File: config.mk
export PLATFORM = sky130hd
export DESIGN_NAME = tape_ctrl
export DESIGN_NICKNAME = d
export VERILOG_FILES = /design/src/rtl/tape_ctrl.sv
export SDC_FILE = /design/constraint.sdc
export NUM_CORES = 1
export LEC_CHECK = 0
export CORE_MARGIN = 1
export CORE_UTILIZATION = 49
export DETAILED_ROUTE_END_ITERATION = 6
export PLACE_DENSITY_LB_ADDON = 0.1
export SLEW_MARGIN = 20
export SYNTH_ARGS = -nofsm -noshare
export SYNTH_HDL_FRONTEND = slang
export SYNTH_SLANG_ARGS = --single-unit
export TNS_END_PERCENT = 1
File: constraint.sdc
create_clock -name clk -period 2.3 [get_ports clk]
set_clock_uncertainty 0.1 [all_clocks]
set_input_delay 0.46 -clock clk [delete_from_list [all_inputs] [get_ports clk]]
set_output_delay 0.46 -clock clk [all_outputs]
set_load 0.005 [all_outputs]
File: src/rtl/tape_ctrl.sv
// tape_ctrl: owns the tape pointer and turns single-beat tape commands into
// read, write and read-modify-write accesses on the data memory.
//
//  state | meaning
//  ------+---------------------------------------------------------------
//  IDLE  | waiting for a command; cmdReady high
//  RD    | ReadMem high, memDataOut sampled at the edge leaving RD
//  WR    | WriteMem high at the pointer cell, commits at the edge leaving WR
//  SWEEP | WriteMem high, zero written at sweepCnt, one cell per cycle
//  RESP  | respValid high for one cycle, then back to IDLE
module tape_ctrl #(
    parameter int AW = 8
) (
    input  logic          clk,
    input  logic          reset,
    input  logic          cmdValid,
    output logic          cmdReady,
    input  logic [2:0]    cmdOp,
    input  logic [7:0]    cmdData,
    output logic          respValid,
    output logic [7:0]    respData,
    output logic          respZero,
    output logic [AW-1:0] ptr,
    output logic [7:0]    memAddress,
    output logic          ReadMem,
    output logic          WriteMem,
    output logic [7:0]    memDataIn,
    input  logic [7:0]    memDataOut
);

    localparam logic [2:0] OP_NOP   = 3'd0;
    localparam logic [2:0] OP_INC   = 3'd1;
    localparam logic [2:0] OP_DEC   = 3'd2;
    localparam logic [2:0] OP_RIGHT = 3'd3;
    localparam logic [2:0] OP_LEFT  = 3'd4;
    localparam logic [2:0] OP_STORE = 3'd6;
    localparam logic [2:0] OP_CLEAR = 3'd7;

    typedef enum logic [2:0] {IDLE, RD, WR, SWEEP, RESP} stateT;

    stateT         state;
    stateT         nextState;
    logic [2:0]    op;
    logic [7:0]    wdata;
    logic [AW-1:0] sweepCnt;
    logic          sweepLast;
    logic          isIncDec;
    logic [7:0]    incDec;

    assign sweepLast = &sweepCnt;
    assign isIncDec  = (op == OP_INC) || (op == OP_DEC);
    assign incDec    = (op == OP_INC) ? memDataOut + 8'd1 : memDataOut - 8'd1;

    // State register.
    always_ff @(posedge clk or posedge reset) begin
        if (reset) state <= IDLE;
        else       state <= nextState;
    end

    // Next-state logic and memory-side outputs, all decoded from registered state.
    always_comb begin
        nextState  = state;
        cmdReady   = 1'b0;
        respValid  = 1'b0;
        ReadMem    = 1'b0;
        WriteMem   = 1'b0;
        memDataIn  = 8'd0;
        memAddress = 8'(ptr);
        case (state)
            IDLE: begin
                cmdReady = 1'b1;
                if (cmdValid) begin
                    case (cmdOp)
                        OP_NOP:   nextState = RESP;
                        OP_STORE: nextState = WR;
                        OP_CLEAR: nextState = SWEEP;
                        default:  nextState = RD;
                    endcase
                end
            end
            RD: begin
                ReadMem   = 1'b1;
                nextState = isIncDec ? WR : RESP;
            end
            WR: begin
                WriteMem  = 1'b1;
                memDataIn = wdata;
                nextState = RESP;
            end
            SWEEP: begin
                WriteMem   = 1'b1;
                memAddress = 8'(sweepCnt);
                if (sweepLast) nextState = RESP;
            end
            RESP: begin
                respValid = 1'b1;
                nextState = IDLE;
            end
            default: nextState = IDLE;
        endcase
    end

    // Datapath: command capture, pointer, sweep counter and the response registers.
    always_ff @(posedge clk or posedge reset) begin
        if (reset) begin
            op       <= OP_NOP;
            wdata    <= 8'd0;
            sweepCnt <= '0;
            ptr      <= '0;
            respData <= 8'd0;
            respZero <= 1'b1;
        end else begin
            case (state)
                IDLE: begin
                    if (cmdValid) begin
                        op       <= cmdOp;
                        wdata    <= cmdData;
                        sweepCnt <= '0;
                        if (cmdOp == OP_RIGHT) ptr <= ptr + AW'(1);
                        if (cmdOp == OP_LEFT)  ptr <= ptr - AW'(1);
                    end
                end
                RD: begin
                    if (isIncDec) begin
                        wdata <= incDec;
                    end else begin
                        respData <= memDataOut;
                        respZero <= (memDataOut == 8'd0);
                    end
                end
                WR: begin
                    respData <= wdata;
                    respZero <= (wdata == 8'd0);
                end
                SWEEP: begin
                    sweepCnt <= sweepCnt + AW'(1);
                    if (sweepLast) begin
                        ptr      <= '0;
                        respData <= 8'd0;
                        respZero <= 1'b1;
                    end
                end
                default: ;
            endcase
        end
    end

endmodule

==> results.cfg <==
[status]
status = finished, final reports clean

[clock_tree]
cts_buffer_depth = 2
worstSkewPairLatency_ps = 290
cts_num_sinks = 39
holdBufCountCts = 0
cts_root_buffer = clkbuf_8
cts_htree_levels = 2
cts_tree = yes
cts.clk_slew.worst_paths_ps = 80
numCtsBuffers = 5

[cells_and_area]
finalNonFillerCells = 503
final_core_util = 0.749
fillCellCount = 411
nets = 467
layout-drive-gt1-share = 0.208
area_delta_synth_final_pct = 45.3
multi_input_area_um2 = 1730
antenna_cells = 0
ff_latch_area_um2 = 981
finalInstanceArea_um2 = 3900

[floorplan]
pin_count = 59
initial_utilization = 0.516
num_rows = 26
core_area_um2 = 5200
die-area_um2 = 5780
die_h_um = 76.0
die_w_um = 76.0

[worst_hold_path]
min_path_type = in -> async

[logic_synthesis]
synth-async-reset-ratio = 1.00
synth_edf_count = 0
synthFlopType = dfrtp_1
syn_area_per_cell_um2 = 8.08
synth-seq-cells = 39
netlist_instances = 332
ys_seq_area_frac = 0.364
syn_nets = 367
yosysUniqueCellTypes = 54
netlist_area_um2 = 2680
synth_warnings = 0

[timing]
rsz0062_at_grt = true
period_minus_slack_ps = 2290
maxSlewHeadroom = 0.623
tightestPinTransition_ps = 559
finalHoldViolations = 0
period_share = 0.996
setup_ws_ps = 8.71
drv_slew = 0
setup_viol = 0
max_freq_mhz = 436

[placed_design]
place_ws_ps = -529
port_buffers = 58
dpl.cell_count = 489
placed_area_um2 = 3660
routabilityCongestion = 0.896
dpl.hpwl_um = 5550

[detailed_routing]
wl_per_cell_um = 14.6
dr.pass1.iters = 4
vias = 2782
drtIter0Drc = 152
viasPerCell = 5.53
postRouteAntennaNets = 0
route.detailed.drc = 0
wl_um = 7330

[power]
p_sw_frac = 0.395
seqPwrFrac = 0.293
ir_drop_mv = 0.589
pwr-share-clk = 0.136
combPwrFrac = 0.571
p_int_mw = 2.65
leakagePower_nw = 1.73
switchingPower_mw = 1.73
power_density_nw_per_um2 = 1120

[global_routing]
grt_pass1_wl_um = 12500
antenna_found_initial = 0
grt-ovfl-total = 0
grt_pass1_vias = 2575
grt_max_degree = 19
grt_usage = 0.268

[worst_setup_path]
start_kind = flip-flop
critPathMaxFanout = 8
crit_arrival_ps = 1730
cp.required_ps = 1740
crit_type = reg -> out
end_kind = primary output

[run]
drv_cap = 0
critical path: stages (launching register included):
cell,delay [ps]
dfrtp_2,440
nand2b_4,160
nor2_4,140
and2_1,180
clkdlybuf4s50_1,510
power groups by stage:
| stage | Combinational, mW | Sequential (mW) | Clock, mW |
|---|---|---|---|
| after floorplan | 1.35 | 1.19 | 0 |
| after global placement | 2.33 | 1.27 | 0 |
| after detailed placement | 2.40 | 1.28 | 0 |
| after CTS | 2.41 | 1.28 | 0.607 |
| after global routing | 2.75 | 1.32 | 0.641 |
| final | 2.50 | 1.28 | 0.595 |
kinds of logic after synthesis:
| group | Yosys count | share of synthesized area |
|---|---|---|
| adder cells (fa/ha/maj) | 14 | 0.0671 |
| AO/OA/AOI/OAI | 95 | 0.222 |
| multiplexers | 2 | 0.00746 |
| buffers and inverters | 23 | 0.0387 |
| flip-flops | 39 | 0.364 |
| AND/OR/NAND/NOR | 148 | 0.264 |
| XOR/XNOR | 11 | 0.0359 |
layout make-up:
cell class | count | share of cell area
multi-input combinational | 270 | 0.443
sequential | 39 | 0.252
clock inverter | 2 | 0.00898
tap | 70 | 0.0225
timing repair buffer | 109 | 0.245
clock buffer | 6 | 0.0212
inverter | 7 | 0.00802
worst paths after layout:
path / to / slack (ps) / startpoint / cells past startpoint
worst max register to register: wdata[4] / 100 / state[2] / 8
worst max-delay path: memDataIn[3] / 9 / state[2] / 4
worst min register to register: respZero / 420 / respZero / 2
worst min-delay path: respData[0] / 360 / reset / 2
max in group asynchronous: state[1] / 1150 / reset / 3
min in group clk: respZero / 420 / respZero / 2
layout by cell type (no fill, tap or decap), types with 9 or more instances in the layout:
master	instances
dfrtp_1	35
a21oi_1	34
nand2_1	59
nor3_1	10
clkdlybuf4s50_1	46
o21ai_0	20
buf_4	50
nor2_1	32
and2_1	9
nand3_1	10
dlygate4sd2_1	11
cells in the mapped netlist, drive strengths merged (3+ instances only):
master  number  area, µm²
a211oi       6       57.6
a21oi       36        180
a31oi        5       31.3
and2         9       56.3
and3         4       25.0
buf          7       42.5
clkbuf       9       33.8
dfrtp       38        951
ha          12        150
inv          6       22.5
nand2       59        221
nand3       10       50.1
nand4        3       18.8
nor2        34        128
nor3        11       55.1
nor4         5       31.3
o21ai       24        124
o21bai       3       22.5
o31ai        6       50.1
xnor2        7       61.3
xor2         4       35.0
timing repair:
| item | CTS | global route |
|---|---|---|
| setup buffers | 0 | 6 |
| pin swaps | 9 | 1 |
| resized for setup | 26 | 10 |
| endpoints found under the setup margin | 21 | 16 |
flip-flops by register name, indices dropped and copies added (netlist names):
name / count
wdata: 8
ptr: 8
sweepCnt: 8
respData: 8
state: 3
respZero: 1
op: 3
routing by layer:
metal  share of wire  up-vias  track usage  routed length, µm
met1            0.48     1313        0.404               3540
met4           0.011        0       0.0788                 78
met3           0.046        7       0.0275                337
met5               0        -            0                  0
met2            0.46       73        0.405               3370
li1                -     1389            -                  -
through the flow:
| step | hold slack [ps] | power, mW | TNS (ps) |
|---|---|---|---|
| finish | 363 | 4.38 | 0 |
| global route | 411 | 4.72 | -451 |
| CTS | 384 | 4.30 | -85.7 |
| detailed placement | 394 | 3.68 | -3040 |
| global placement | 382 | 3.61 | -2590 |
| floorplan | 351 | 2.54 | -4.71 |
Note: power is estimated with default switching activity, not from simulation.
